**config.mk**
```make
export PLATFORM = sky130hd
export DESIGN_NAME = nco_iq_stream
export DESIGN_NICKNAME = d
export VERILOG_FILES = /design/src/rtl/nco_iq_stream.sv
export SDC_FILE = /design/constraint.sdc
export NUM_CORES = 1
export LEC_CHECK = 0
export CAP_MARGIN = 25
export CORE_MARGIN = 2
export CORE_UTILIZATION = 50
export DETAILED_ROUTE_END_ITERATION = 7
export PLACE_DENSITY = 0.9
export SYNTH_ARGS = -nofsm -noshare
export SYNTH_HDL_FRONTEND = slang
export SYNTH_SLANG_ARGS = --single-unit
```
**constraint.sdc**
```tcl
create_clock -name clk -period 2.5 [get_ports clk]
set_input_delay 0.5 -clock clk [delete_from_list [all_inputs] [get_ports clk]]
set_output_delay 0.5 -clock clk [all_outputs]
set_load 0.1 [all_outputs]
```
**src/rtl/nco_iq_stream.sv**
```systemverilog
// Unpacks a packed DDS/NCO word into signed I/Q samples with mode control,
// width conversion (round-half-up + saturation) and a 2-entry skid buffer.
module nco_iq_stream #(
  parameter int I_WIDTH = 32,
  parameter int F_WIDTH = I_WIDTH / 2,
  parameter int D_WIDTH = 12,
  parameter int O_WIDTH = 12
) (
  input  logic               clk,
  input  logic               rst_n,
  input  logic [1:0]         mode,
  input  logic [I_WIDTH-1:0] NCO_tdata,
  input  logic               NCO_tvalid,
  output logic               NCO_tready,
  output logic [O_WIDTH-1:0] NCO_cos,
  output logic [O_WIDTH-1:0] NCO_sin,
  output logic               NCO_vld,
  input  logic               NCO_rdy,
  output logic [15:0]        sat_cnt
);

  localparam int XW     = D_WIDTH + 1;
  localparam int WW     = D_WIDTH + O_WIDTH + 2;
  localparam int SH_R   = (O_WIDTH < D_WIDTH) ? D_WIDTH - O_WIDTH : 0;
  localparam int SH_L   = (O_WIDTH > D_WIDTH) ? O_WIDTH - D_WIDTH : 0;
  localparam int SH_RM1 = (SH_R > 0) ? SH_R - 1 : 0;
  localparam logic signed [WW-1:0] RND  = (SH_R > 0) ? (WW'(1) << SH_RM1) : {WW{1'b0}};
  localparam logic signed [WW-1:0] MAXV = {{(WW-O_WIDTH+1){1'b0}}, {(O_WIDTH-1){1'b1}}};
  localparam logic signed [WW-1:0] MINV = {{(WW-O_WIDTH+1){1'b1}}, {(O_WIDTH-1){1'b0}}};

  // Returns {saturated, value}; wide intermediate keeps rounding carry and negation overflow.
  function automatic logic [O_WIDTH:0] conv(input logic signed [XW-1:0] x);
    logic signed [WW-1:0] w;
    w = {{(WW-XW){x[XW-1]}}, x};
    if (SH_R > 0) w = (w + RND) >>> SH_R;
    else          w = w <<< SH_L;
    if (w > MAXV)      conv = {1'b1, MAXV[O_WIDTH-1:0]};
    else if (w < MINV) conv = {1'b1, MINV[O_WIDTH-1:0]};
    else               conv = {1'b0, w[O_WIDTH-1:0]};
  endfunction

  logic [D_WIDTH-1:0]      c_raw, s_raw;
  logic signed [XW-1:0]    c_x, s_x, c_m, s_m;
  logic [O_WIDTH:0]        c_conv, s_conv;
  logic                    sat_flag;
  logic                    accept;
  logic [O_WIDTH-1:0]      skid_cos, skid_sin;
  logic                    skid_vld;

  always_comb begin
    c_raw = NCO_tdata[D_WIDTH-1:0];
    s_raw = NCO_tdata[F_WIDTH +: D_WIDTH];
    c_x   = {c_raw[D_WIDTH-1], c_raw};
    s_x   = {s_raw[D_WIDTH-1], s_raw};
    c_m   = c_x;
    s_m   = s_x;
    case (mode)
      2'b00:   ;
      2'b01:   s_m = -s_x;
      2'b10:   begin c_m = s_x; s_m = c_x; end
      default: begin c_m = '0;  s_m = '0;  end
    endcase
    c_conv   = conv(c_m);
    s_conv   = conv(s_m);
    sat_flag = c_conv[O_WIDTH] | s_conv[O_WIDTH];
    accept   = NCO_tvalid & NCO_tready;
  end

  always_ff @(posedge clk) begin
    if (!rst_n) begin
      NCO_cos    <= '0;
      NCO_sin    <= '0;
      NCO_vld    <= 1'b0;
      skid_cos   <= '0;
      skid_sin   <= '0;
      skid_vld   <= 1'b0;
      NCO_tready <= 1'b0;
      sat_cnt    <= '0;
    end else begin
      NCO_tready <= ~skid_vld;
      // Output slot is free (or being consumed): refill from skid first, then from input.
      if (!NCO_vld || NCO_rdy) begin
        if (skid_vld) begin
          NCO_cos    <= skid_cos;
          NCO_sin    <= skid_sin;
          NCO_vld    <= 1'b1;
          skid_vld   <= 1'b0;
          NCO_tready <= 1'b1;
        end else if (accept) begin
          NCO_cos <= c_conv[O_WIDTH-1:0];
          NCO_sin <= s_conv[O_WIDTH-1:0];
          NCO_vld <= 1'b1;
        end else begin
          NCO_vld <= 1'b0;
        end
      end else if (accept) begin
        skid_cos   <= c_conv[O_WIDTH-1:0];
        skid_sin   <= s_conv[O_WIDTH-1:0];
        skid_vld   <= 1'b1;
        NCO_tready <= 1'b0;
      end
      if (accept && sat_flag && (sat_cnt != '1))
        sat_cnt <= sat_cnt + 16'd1;
    end
  end

endmodule

```
==> flow_metrics.py <==
metrics = {
    "power_and_ir_drop": {
        "p_per_area_mw_per_mm2": 547,
        "ir_drop_mv": 0.247,
        "leakagePower_uw": 0.00192,
    },
    "setup_path": {
        "required_ns": 2.77,
        "arrival_ns": 2.67,
        "cp-start-kind": "primary input",
        "cp-end-kind": "flop",
        "critPathMaxFanout": 6,
        "crit_type": "in2reg",
    },
    "sta": {
        "tns_ns": 0,
        "fin_ws_ns": 0.0981,
        "slew_violations": 0,
        "hold_viol": 0,
        "fin_worst_hold_slack_ns": 0.456,
        "finalSetupViolations": 0,
        "fin_skew_ns": 0.00886,
        "period_minus_slack_ns": 2.40,
        "fmaxAchievable_ghz": 0.416,
        "worst_pin_slew_ns": 0.422,
        "post-route-period-util_pct": 96.1,
        "rsz0062_at_grt": "true",
        "maxSlewHeadroom_pct": 71.9,
    },
    "clock_network": {
        "cts_buffers": 9,
        "cts_tree": "built",
        "hold_buffers": 0,
        "h-tree-depth": 3,
        "ctsLongestPathBuffers": 2,
        "clock-sinks": 67,
        "post_cts_buffers": 0,
        "path_clk_slew_ns": 0.08,
        "clock_latency_ns": 0.36,
        "cts-root-buf": "clkbuf_8",
    },
    "routing": {
        "postRouteAntennaNets": 0,
        "remaining_drc_errors": 0,
        "avgViaCountPerCell": 5.83,
        "routedWlPerCell_um": 16.0,
        "drtPass1Iterations": 5,
        "drt_iter0_drc": 322,
        "vias": 3877,
        "wl_um": 10600,
    },
    "synth": {
        "synth_edf_count": 0,
        "synth_seq_cells": 67,
        "synth_area_leaders": "dfxtp_1, nand2_1, nor2_1",
        "async_flop_share_pct": 0,
        "synth_cell_types": 49,
        "netlist_area_sq_mm": 0.00350,
        "syn-num-nets": 491,
        "synth.avg_cell_area_sq_um": 7.76,
        "yosysTopAreaCell": "dfxtp_1",
        "synth_cells": 451,
        "ys_seq_area_share_pct": 38.3,
        "yosys_warnings": 0,
        "synthFlopType": "dfxtp_1",
        "synth_top_area_share_pct": 38.3,
    },
    "floorplanning": {
        "start_util_pct": 51.5,
        "die_x_um": 87.7,
        "coreArea_sq_mm": 0.00679,
        "die_h_um": 87.7,
        "rows": 30,
        "io_pins": 80,
        "die_area_sq_mm": 0.00769,
    },
    "place": {
        "numPortBuffers": 71,
        "gp_congestion": 0.918,
        "place_area_sq_mm": 0.00459,
        "dpl.hpwl_um": 7710,
        "post-place-ws_ns": -0.309,
    },
    "layout": {
        "drive_above_1_share_pct": 24.1,
        "n_antenna_cell": 0,
        "n_fill_cell": 557,
        "seq_area_sq_mm": 0.00134,
        "area_growth_pct": 39.0,
        "multi_input_area_sq_mm": 0.00207,
        "nets": 604,
        "design_area_sq_mm": 0.00486,
        "fin_util_pct": 71.6,
    },
    "grt": {
        "grt_max_degree": 45,
        "track_usage_pct": 27.3,
        "gr-total-overflow": 0,
        "grt_pass1_vias": 3469,
        "grt_pass1_wl_um": 16400,
        "grt_antenna_before_repair": 0,
    },
    "flow_run": {
        "maxCapViolCount": 0,
    },
    "status": {
        "status": "completed",
    },
    "hold_path": {
        "hp-class": "reg2reg",
    },
}
## cells in the mapped netlist, drive strengths merged, types with 6 or more instances
cell    count
o21ai      34
nor2       46
xnor2       7
mux2i      15
nand2b      8
a31oi       7
nor3        8
nor4        9
clkbuf     26
inv         8
nand3      24
a22oi      10
dfxtp      67
nor2b       8
a211oi     17
a21oi      31
xor2        6
nand2      64
nand4       7
## routing by layer
layer | vias to the layer above | routed length, um | track usage (%)
met5 | - | 0 | 0
met4 | 0 | 212 | 9.09
met3 | 23 | 624 | 5.66
met2 | 179 | 5220 | 46.9
met1 | 1819 | 4550 | 34.1
li1 | 1856 | - | -
## layout by cell type, fill, tap and decap left out, types with 8 or more instances in the layout
cell type          n
a211oi_1          17
buf_4            102
nand3_1           24
nand2b_1           8
nor2_1            45
dfxtp_1           66
inv_1              8
mux2i_1           15
a21oi_1           31
nand2_1           64
clkbuf_8           9
clkdlybuf4s50_1   29
a22oi_1           10
nor2b_1            8
o21ai_0           31
## per-stage QoR
step | power, uW | std cells
2_1_floorplan | 1440 | 451
3_3_place_gp | 1630 | 649
3_5_place_dp | 1640 | 649
4_1_cts | 2650 | 665
5_1_grt | 2740 | 665
6_report | 2660 | 665
## flip-flops by register name, summed over array words and instances (netlist names)
name	count
skid_cos	12
NCO_tready	1
sat_cnt	16
skid_sin	12
NCO_cos	12
skid_vld	1
NCO_vld	1
NCO_sin	12
## critical path, cell delays in order
cell and delay (ns):
clkdlybuf4s50_1 0.43, inv_1 0.07, ha_1 0.14, or3b_1 0.42, buf_4 0.18, nor2_1 0.10, buf_4 0.16, nor4_2 0.06
nor2_2 0.18, buf_4 0.13, nand3_1 0.09, o21ai_0 0.21
## cells by family (layout without fill, tap and decap cells)
family	after synthesis	after routing	synth area share (%)
flops	67	67	38.3
simple gates	196	196	27.9
compound gates	120	120	21.4
xor+xnor	13	13	3.25
fa+ha+maj	2	2	0.715
mux	15	15	4.29
buf+inv	38	156	4.07
## final timing paths
check	cells after the start	to	slack [ns]	start
setup reg to reg	7	sat_cnt[13]	0.43	sat_cnt[7]
hold reg to reg	2	NCO_cos[9]	0.46	NCO_cos[9]
hold / removal	2	NCO_cos[9]	0.46	NCO_cos[9]
setup / recovery	12	NCO_sin[10]	0.1	NCO_tdata[17]
## power breakdown
group,internal (uW),total (uW),switching (uW)
clock network,568,1030,464
registers,1090,1110,16.4
logic,175,518,342
total,1840,2660,823
## final cells by class
type | instances | area share (%)
clock buffers | 9 | 2.55
repair buffers | 132 | 22.1
multi-input cells | 346 | 42.6
clock inverters | 7 | 2.06
well taps | 96 | 2.47
flip-flops and latches | 67 | 27.6
inverters | 8 | 0.617
## timing repair
| action | CTS | global route |
|---|---|---|
| endpoints found under the hold margin | 0 | 0 |
| endpoints found under the setup margin | 0 | 16 |
| resized for setup | 0 | 12 |
Power figures use the tool's default switching activity.
